--- src/rtl/pc_branch_ctrl_pkg.sv ---
// pc_ctrl_pkg: shared encodings for the PC / branch controller.
//   br_mode encodings, exception cause codes and FSM state constants.
package pc_ctrl_pkg;

    localparam logic [2:0] BR_EQ     = 3'd0;
    localparam logic [2:0] BR_NE     = 3'd1;
    localparam logic [2:0] BR_GT     = 3'd2;
    localparam logic [2:0] BR_LE     = 3'd3;
    localparam logic [2:0] BR_LT     = 3'd4;
    localparam logic [2:0] BR_GE     = 3'd5;
    localparam logic [2:0] BR_ALWAYS = 3'd6;
    localparam logic [2:0] BR_NEVER  = 3'd7;

    localparam logic [1:0] CAUSE_NONE  = 2'b00;
    localparam logic [1:0] CAUSE_EXT   = 2'b01;
    localparam logic [1:0] CAUSE_ALIGN = 2'b10;

    localparam logic [0:0] ST_RUN = 1'b0;
    localparam logic [0:0] ST_EXC = 1'b1;

endpackage

--- src/rtl/pc_branch_ctrl_if.sv ---
// pc_branch_ctrl_if: request/response bundle between the control unit
// (master) and pc_branch_ctrl (slave).
//   master drives: stall, pc_write, pc_write_cond, br_mode, src_a, src_b,
//                  next_pc_in, exc_req, eret
//   slave drives:  pc_out, epc_out, pc_we, cond_met, taken, exc_cause,
//                  in_exc, taken_count
interface pc_branch_ctrl_if #(
    parameter int DATA_W = 32,
    parameter int CNT_W  = 16
);
    logic              stall;
    logic              pc_write;
    logic              pc_write_cond;
    logic [2:0]        br_mode;
    logic [DATA_W-1:0] src_a;
    logic [DATA_W-1:0] src_b;
    logic [DATA_W-1:0] next_pc_in;
    logic              exc_req;
    logic              eret;

    logic [DATA_W-1:0] pc_out;
    logic [DATA_W-1:0] epc_out;
    logic              pc_we;
    logic              cond_met;
    logic              taken;
    logic [1:0]        exc_cause;
    logic              in_exc;
    logic [CNT_W-1:0]  taken_count;

    modport master (
        output stall, pc_write, pc_write_cond, br_mode, src_a, src_b,
               next_pc_in, exc_req, eret,
        input  pc_out, epc_out, pc_we, cond_met, taken, exc_cause,
               in_exc, taken_count
    );

    modport slave (
        input  stall, pc_write, pc_write_cond, br_mode, src_a, src_b,
               next_pc_in, exc_req, eret,
        output pc_out, epc_out, pc_we, cond_met, taken, exc_cause,
               in_exc, taken_count
    );
endinterface

--- src/rtl/pc_branch_ctrl_branch_cond.sv ---
// branch_cond: combinational branch condition evaluator.
//   a, b : operands; mode : br_mode select; met : condition true.
//   SIGNED_CMP selects signed or unsigned ordering for GT/LE/LT/GE.
module branch_cond
    import pc_ctrl_pkg::*;
#(
    parameter int DATA_W     = 32,
    parameter bit SIGNED_CMP = 1'b1
) (
    input  logic [DATA_W-1:0] a,
    input  logic [DATA_W-1:0] b,
    input  logic [2:0]        mode,
    output logic              met
);
    logic eq, gt, lt;

    assign eq = (a == b);

    if (SIGNED_CMP) begin : g_signed
        assign gt = $signed(a) > $signed(b);
        assign lt = $signed(a) < $signed(b);
    end else begin : g_unsigned
        assign gt = a > b;
        assign lt = a < b;
    end

    // LE/GE are the complements of GT/LT
    always_comb begin
        met = 1'b0;
        case (mode)
            BR_EQ:     met = eq;
            BR_NE:     met = ~eq;
            BR_GT:     met = gt;
            BR_LE:     met = ~gt;
            BR_LT:     met = lt;
            BR_GE:     met = ~lt;
            BR_ALWAYS: met = 1'b1;
            default:   met = 1'b0;
        endcase
    end
endmodule

--- src/rtl/pc_branch_ctrl.sv ---
// pc_branch_ctrl: owns the PC and EPC, evaluates the branch condition,
// enters/leaves exceptions and counts taken conditional branches.
//   clk, reset : clock and synchronous active-high reset
//   bus        : pc_branch_ctrl_if slave (control inputs, PC/status outputs)
module pc_branch_ctrl
    import pc_ctrl_pkg::*;
#(
    parameter int                DATA_W     = 32,
    parameter bit                SIGNED_CMP = 1'b1,
    parameter logic [DATA_W-1:0] RESET_PC   = '0,
    parameter logic [DATA_W-1:0] EXC_VECTOR = DATA_W'('hFD),
    parameter int                EXC_LAT    = 2,
    parameter int                CNT_W      = 16
) (
    input  logic            clk,
    input  logic            reset,
    pc_branch_ctrl_if.slave bus
);
    localparam int HOLD_W = (EXC_LAT > 1) ? $clog2(EXC_LAT) : 1;

    logic [DATA_W-1:0] pc_q, pc_d, epc_q, epc_d;
    logic              taken_q, taken_d;
    logic [1:0]        cause_q, cause_d;
    logic [0:0]        state_q, state_d;
    logic [HOLD_W-1:0] hold_q, hold_d;
    logic [CNT_W-1:0]  cnt_q, cnt_d;

    logic cond_met, req, misalign, run, br_taken;

    branch_cond #(.DATA_W(DATA_W), .SIGNED_CMP(SIGNED_CMP)) u_cond (
        .a    (bus.src_a),
        .b    (bus.src_b),
        .mode (bus.br_mode),
        .met  (cond_met)
    );

    assign run      = (state_q == ST_RUN);
    assign req      = bus.pc_write | (bus.pc_write_cond & cond_met);
    assign misalign = req & (bus.next_pc_in[1:0] != 2'b00);
    assign bus.pc_we = req & ~misalign & ~bus.exc_req & ~bus.eret & ~bus.stall & run;
    // a counted branch is exactly a PC write driven by a true condition
    assign br_taken = bus.pc_write_cond & cond_met & bus.pc_we;

    always_comb begin
        pc_d    = pc_q;
        epc_d   = epc_q;
        taken_d = taken_q;
        cause_d = cause_q;
        state_d = state_q;
        hold_d  = hold_q;
        cnt_d   = cnt_q;
        if (!bus.stall) begin
            taken_d = br_taken;
            if (br_taken && (cnt_q != '1))
                cnt_d = cnt_q + 1'b1;
            if (run) begin
                if (bus.exc_req || misalign) begin
                    epc_d   = pc_q;
                    pc_d    = EXC_VECTOR;
                    cause_d = bus.exc_req ? CAUSE_EXT : CAUSE_ALIGN;
                    state_d = ST_EXC;
                    hold_d  = HOLD_W'(EXC_LAT - 1);
                end else if (bus.eret) begin
                    pc_d    = epc_q;
                    cause_d = CAUSE_NONE;
                end else if (req) begin
                    pc_d = bus.next_pc_in;
                end
            end else begin
                // hold counter reaching zero marks the last EXC cycle
                if (hold_q == '0)
                    state_d = ST_RUN;
                else
                    hold_d = hold_q - 1'b1;
            end
        end
    end

    always_ff @(posedge clk) begin
        if (reset) begin
            pc_q    <= RESET_PC;
            epc_q   <= '0;
            taken_q <= 1'b0;
            cause_q <= CAUSE_NONE;
            state_q <= ST_RUN;
            hold_q  <= '0;
            cnt_q   <= '0;
        end else begin
            pc_q    <= pc_d;
            epc_q   <= epc_d;
            taken_q <= taken_d;
            cause_q <= cause_d;
            state_q <= state_d;
            hold_q  <= hold_d;
            cnt_q   <= cnt_d;
        end
    end

    assign bus.pc_out      = pc_q;
    assign bus.epc_out     = epc_q;
    assign bus.cond_met    = cond_met;
    assign bus.taken       = taken_q;
    assign bus.exc_cause   = cause_q;
    assign bus.in_exc      = (state_q == ST_EXC);
    assign bus.taken_count = cnt_q;
endmodule
--- src/flat_wrapper.sv ---
// flat-port wrapper written by rule: the top's interface ports become plain ports
module pc_branch_ctrl_flat import pc_ctrl_pkg::*;
#(
    parameter int                DATA_W     = 32,
    parameter bit                SIGNED_CMP = 1'b1,
    parameter logic [DATA_W-1:0] RESET_PC   = '0,
    parameter logic [DATA_W-1:0] EXC_VECTOR = DATA_W'('hFD),
    parameter int                EXC_LAT    = 2,
    parameter int                CNT_W      = 16
)
  (clk, reset, bus_stall, bus_pc_write, bus_pc_write_cond, bus_br_mode, bus_src_a, bus_src_b, bus_next_pc_in, bus_exc_req, bus_eret, bus_pc_out, bus_epc_out, bus_pc_we, bus_cond_met, bus_taken, bus_exc_cause, bus_in_exc, bus_taken_count);
  pc_branch_ctrl_if #(.DATA_W(DATA_W), .CNT_W(CNT_W)) bus_i ();
  input  logic clk;
  input  logic reset;
  input wire logic [$bits(bus_i.stall)-1:0] bus_stall;
  input wire logic [$bits(bus_i.pc_write)-1:0] bus_pc_write;
  input wire logic [$bits(bus_i.pc_write_cond)-1:0] bus_pc_write_cond;
  input wire logic [$bits(bus_i.br_mode)-1:0] bus_br_mode;
  input wire logic [$bits(bus_i.src_a)-1:0] bus_src_a;
  input wire logic [$bits(bus_i.src_b)-1:0] bus_src_b;
  input wire logic [$bits(bus_i.next_pc_in)-1:0] bus_next_pc_in;
  input wire logic [$bits(bus_i.exc_req)-1:0] bus_exc_req;
  input wire logic [$bits(bus_i.eret)-1:0] bus_eret;
  output wire logic [$bits(bus_i.pc_out)-1:0] bus_pc_out;
  output wire logic [$bits(bus_i.epc_out)-1:0] bus_epc_out;
  output wire logic [$bits(bus_i.pc_we)-1:0] bus_pc_we;
  output wire logic [$bits(bus_i.cond_met)-1:0] bus_cond_met;
  output wire logic [$bits(bus_i.taken)-1:0] bus_taken;
  output wire logic [$bits(bus_i.exc_cause)-1:0] bus_exc_cause;
  output wire logic [$bits(bus_i.in_exc)-1:0] bus_in_exc;
  output wire logic [$bits(bus_i.taken_count)-1:0] bus_taken_count;
  assign bus_i.stall = bus_stall;
  assign bus_i.pc_write = bus_pc_write;
  assign bus_i.pc_write_cond = bus_pc_write_cond;
  assign bus_i.br_mode = bus_br_mode;
  assign bus_i.src_a = bus_src_a;
  assign bus_i.src_b = bus_src_b;
  assign bus_i.next_pc_in = bus_next_pc_in;
  assign bus_i.exc_req = bus_exc_req;
  assign bus_i.eret = bus_eret;
  assign bus_pc_out = bus_i.pc_out;
  assign bus_epc_out = bus_i.epc_out;
  assign bus_pc_we = bus_i.pc_we;
  assign bus_cond_met = bus_i.cond_met;
  assign bus_taken = bus_i.taken;
  assign bus_exc_cause = bus_i.exc_cause;
  assign bus_in_exc = bus_i.in_exc;
  assign bus_taken_count = bus_i.taken_count;
  pc_branch_ctrl #(.DATA_W(DATA_W), .SIGNED_CMP(SIGNED_CMP), .RESET_PC(RESET_PC), .EXC_VECTOR(EXC_VECTOR), .EXC_LAT(EXC_LAT), .CNT_W(CNT_W)) u_core (.clk(clk), .reset(reset), .bus(bus_i));
endmodule
--- config.mk ---
export PLATFORM = sky130hd
export DESIGN_NAME = pc_branch_ctrl_flat
export DESIGN_NICKNAME = d
export VERILOG_FILES = /design/src/rtl/pc_branch_ctrl_pkg.sv /design/src/rtl/pc_branch_ctrl_if.sv /design/src/rtl/pc_branch_ctrl_branch_cond.sv /design/src/rtl/pc_branch_ctrl.sv /design/src/flat_wrapper.sv
export SDC_FILE = /design/constraint.sdc
export NUM_CORES = 1
export LEC_CHECK = 0
export BUFFER_PORTS_ARGS = -buffer_cell sky130_fd_sc_hd__clkbuf_2
export CORE_ASPECT_RATIO = 1.75
export CORE_MARGIN = 2
export CORE_UTILIZATION = 46
export CTS_BUF_LIST = sky130_fd_sc_hd__clkbuf_4 sky130_fd_sc_hd__clkbuf_8 sky130_fd_sc_hd__clkbuf_16
export CTS_CLUSTER_DIAMETER = 150
export CTS_CLUSTER_SIZE = 40
export DETAILED_ROUTE_END_ITERATION = 10
export PLACE_DENSITY = 0.76
export SETUP_SLACK_MARGIN = 0.02
export SKIP_LAST_GASP = 1
export SLEW_MARGIN = 30
export SYNTH_ARGS = -nofsm -noshare
export SYNTH_HDL_FRONTEND = slang
export SYNTH_SLANG_ARGS = --single-unit
--- constraint.sdc ---
create_clock -name clk -period 3.9 [get_ports clk]
set_input_delay 0.195 -clock clk [delete_from_list [all_inputs] [get_ports clk]]
set_output_delay 0.195 -clock clk [all_outputs]
set_load 0.02 [all_outputs]
==> flow_results.org <==
** Outcome
- The flow ran to the end, and the final reports show no timing, DRC or antenna violations.

** Synthesis
- Cell taking the most area after synthesis :: dfxtp_1
- The synthesized netlist devotes 1.028% of its cell area to XOR and XNOR gates.
- Number of different library cells in the post-synthesis netlist :: 60
- The number of nets handed over by synthesis was 718.
- Syn Area/Cell :: 8.825 sq um
- Yosys warning total :: 0
- Synthesis inferred 85 register bits.
- Synthesized instance count :: 579
- Simple-gate portion of the synthesized area :: 18.49%
- For this run, the register share of the synthesized area comes to 33.30%.
- The synthesized design contains 0 enable-type register cells.
- Share of Yosys cell area claimed by the top area cell type :: 33.30%
- Sorting the synthesized cells by area gives the leading types as dfxtp_1 (33%), mux2i_1 (13%), nand2_1 (8.2%).
- Mux contribution to synthesized area :: 14.10%
- The synthesized netlist devotes 18.58% of its cell area to compound gates.
- Summing the areas of all fa, ha and maj instances in the mapped netlist gives 8.080% of the synthesized area.
- After synthesis, the largest family of logic cells by area is compound AO/OA/AOI/OAI gates.
- In the synthesized netlist the dominant register cell turns out to be dfxtp_1.
- After synthesis, the share of flip-flops with an asynchronous set or reset is 0%.
- The mapped netlist covers 5110 sq um.

** Finish
- Synthesis-to-finish area growth :: 26.76%
- Fraction of final layout cells sized beyond drive strength 1 :: 33.38%
- Leaving out fill and tap cells, the most frequent cells in the layout are clkbuf_2 (191), nand2_1 (111), dfxtp_1 (85), mux2i_1 (66), inv_1 (37).
- Most common cell after layout, fill and taps aside :: clkbuf_2
- Number of inserted diodes :: 0
- End-of-flow core utilization :: 60.20%
- Nets@finish :: 892

** Drt
- Initial DRT Pass Iterations :: 4
- After detailed routing, the average wire length per cell comes to 15.16 microns.
- Wire segments on met3 add up to 909 microns in the final route.
- Detailed routing placed a total of 7066 microns of wire on met2.
- DRC :: 0
- Length of routed wiring on met1 :: 5309 microns
- Drt initial violations :: 234
- Using the TritonRoute via totals, the vias-per-cell ratio works out to 5.474.
- The routed layout has 4861 vias.
- Total Wirelength :: 13470 microns
- Top layer in use :: met4
- Remaining number of nets flagged by the antenna check after routing :: 0

** Timing
- The final count of hold timing violations is 0.
- Worst setup skew after layout :: 11.07 ps
- Setup violations remaining at the end of the flow were counted as 0.
- Derived from the worst setup path, the maximum achievable clock frequency is 298.5 MHz.
- The max-slew violation count was 0.
- Setup TNS :: 0 ps
- Rel. slew slack :: 52.83%
- Ratio of final minimum period to clock period :: 85.89%
- Actual slew at the worst max-slew pin :: 707.5 ps
- In the post-route analysis, the smallest setup slack over all paths is 550.3 ps.
- The clock period could shrink to 3350 ps.
- Setup repair after global routing left no endpoint under its margin.

** Worst hold path
- The startpoint identified for the worst hold timing path is bus_next_pc_in[10].
- In this run the worst hold path is classified as in2reg.

** Floorplan
- Die span in y :: 143.4 microns
- Die Span X :: 83.67 microns
- Number of placement rows :: 50
- The floorplan step defined a die boundary enclosing 12000 sq um.
- Total I/O pin count :: 192
- The initial utilization of the core area, before any placement, comes to 47.49%.
- The total area inside the core boundary comes to 10760 sq um.

** GRT
- The total overflow left after global routing is 0.
- Number of antenna violations at the first check in global routing :: 0
- Number of global-route vias before repair :: 4858
- Global routing consumed, over all layers together, 22.43% of the routing resources.
- Entering global routing, the biggest net connects 75 pins.
- First-pass GRT wire length :: 22520 microns

** CTS
- After clock tree synthesis, the flow added hold-fix buffers numbering 0.
- Number of buffers added by the clock tree synthesis step :: 9
- Once the clock tree was built, the setup fixing pass inserted 0 buffers.
- CTS saw 85 sinks.
- In this run the number of H-tree levels came out at 3.
- Gates resized, CTS repair :: 0
- Cell at the root of the clock tree :: clkbuf_16
- CTS tree :: yes
- Clock latency at the later pin of the worst-skew pair :: 330 ps
- The clock passes through at most 2 buffers.
- Clock-pin slew was measured on the worst setup and hold paths at 60 ps.

** Worst setup path
- STA classifies the critical path startpoint as an input port.
- At the worst endpoint, the arrival time is 3530 ps.
- In this run the critical register-to-register path is launched from u_core.bus.in_exc.
- Start point of the critical path :: bus_src_b[31]
- Critical path class :: in2reg
- Worst path required time :: 4080 ps
- Ordered cell list for the critical path :: clkbuf_2 > inv_1 > ha_1 > nand2_4 > nor4_4 > nand2_1 > a31oi_1 > nor2_1 > and3_1 > o31ai_2 > nand3_4 > mux2i_4 > buf_8 > o41ai_2
- Critical path's largest stage delay :: 580 ps
- Broken down by cell family, the worst path's largest delay share belongs to simple AND/OR/NAND/NOR gates.
- Worst reg-to-reg setup slack :: 1270 ps
- Slowest CP cell :: mux2i_4
- Number of buffers and inverters on the critical path :: 3
- In this run the worst path has a maximum fanout of 14.
- Worst setup EP type :: flip-flop

** Job
- Max-cap violations in this run came to 0.

** Pwr
- In this run the static leakage power is 3.063 nW.
- VDD sags by at most 0.2456 mV.
- In this run the power density over the cells is 343.2 nW/um^2.

** Placed design
- Buffers added on ports :: 191
- GP Congestion :: 0.8313
- Pre-CTS WS :: 237.9 ps
- Detailed Place HPWL :: 10190 microns
## area by class of cell
class,instances,area [sq um]
clock buffer,12,247.7
tap,130,162.7
clock inverter,4,72.57
timing repair buffer,200,1044
fill,952,4283
sequential,85,1702
inverter,38,142.6
multi-input combinational,419,3107
## where the power goes
| group | internal (mW) | leakage, nW | switching (mW) |
|---|---|---|---|
| clock | 0.582 | 0.157 | 0.330 |
| combinational | 0.164 | 2.22 | 0.242 |
| sequential | 0.889 | 0.688 | 0.0167 |
| total | 1.63 | 3.06 | 0.588 |
## cells in the mapped netlist, drive strengths merged (2+ instances only)
cell and n:
nor3 2, or3 5, o21ai 14, a31oi 10
nor2b 3, and3 4, clkbuf 26, xnor2 3
xor2 3, buf 11, mux2i 67, o21a 5
nor2 15, a21oi 32, o211ai 2, dfxtp 85
o31ai 10, o41ai 27, nor4 3, nand3 19
o311ai 4, inv 38, ha 33, or4 10
nand2 112, and2 3, nand4 10, mux2 3
or3b 2, a211oi 2
## worst reg2reg max path, stage by stage (launching register included)
cell	delay [ps]
dfxtp_1	350
or3_1	360
buf_4	270
nor4_2	510
o21ai_4	340
or4_1	590
a21oi_1	140
## worst paths after layout
path                               endpoint  depth (start not counted)
setup / recovery      u_core.bus.pc_out[17]                         14
hold / removal        u_core.bus.pc_out[10]                          3
hold reg to reg        u_core.bus.pc_out[9]                          2
setup reg to reg  u_core.bus.taken_count[8]                          6
## registers in the layout, summed over array words and instances (netlist names)
| register | count |
|---|---|
| u_core.bus.taken | 1 |
| u_core.bus.in_exc | 1 |
| u_core.hold_q | 1 |
| u_core.bus.exc_cause | 2 |
| u_core.bus.taken_count | 16 |
| u_core.bus.epc_out | 32 |
| u_core.bus.pc_out | 32 |
## stage by stage
stage | cells | instance area, sq um | hold slack, ps | power, mW
detailed placement | 872 | 6143 | 466.1 | 1.330
global route | 888 | 6477 | 194.0 | 2.325
CTS | 888 | 6464 | 171.7 | 2.243
global placement | 871 | 6128 | 454.1 | 1.312
finish | 888 | 6477 | 179.1 | 2.223
floorplan | 579 | 5110 | 344.0 | 1.194
## routing by layer
metal	vias to the layer above	global-route usage, %
li1	2434	-
met1	2228	25.27
met2	183	41.98
met3	16	4.767
met4	0	6.791
met5	-	0
## cells by family (layout without fill, tap and decap cells)
logic type / after synthesis / after routing
buffers and inverters: 75 / 254
DFF: 85 / 85
AOI/OAI and AO/OA: 115 / 115
muxes: 70 / 70
adders and majority gates: 33 / 33
xor gates and xnor gates: 6 / 6
and+or+nand+nor: 195 / 195
Note: power is estimated with default switching activity, not from simulation.
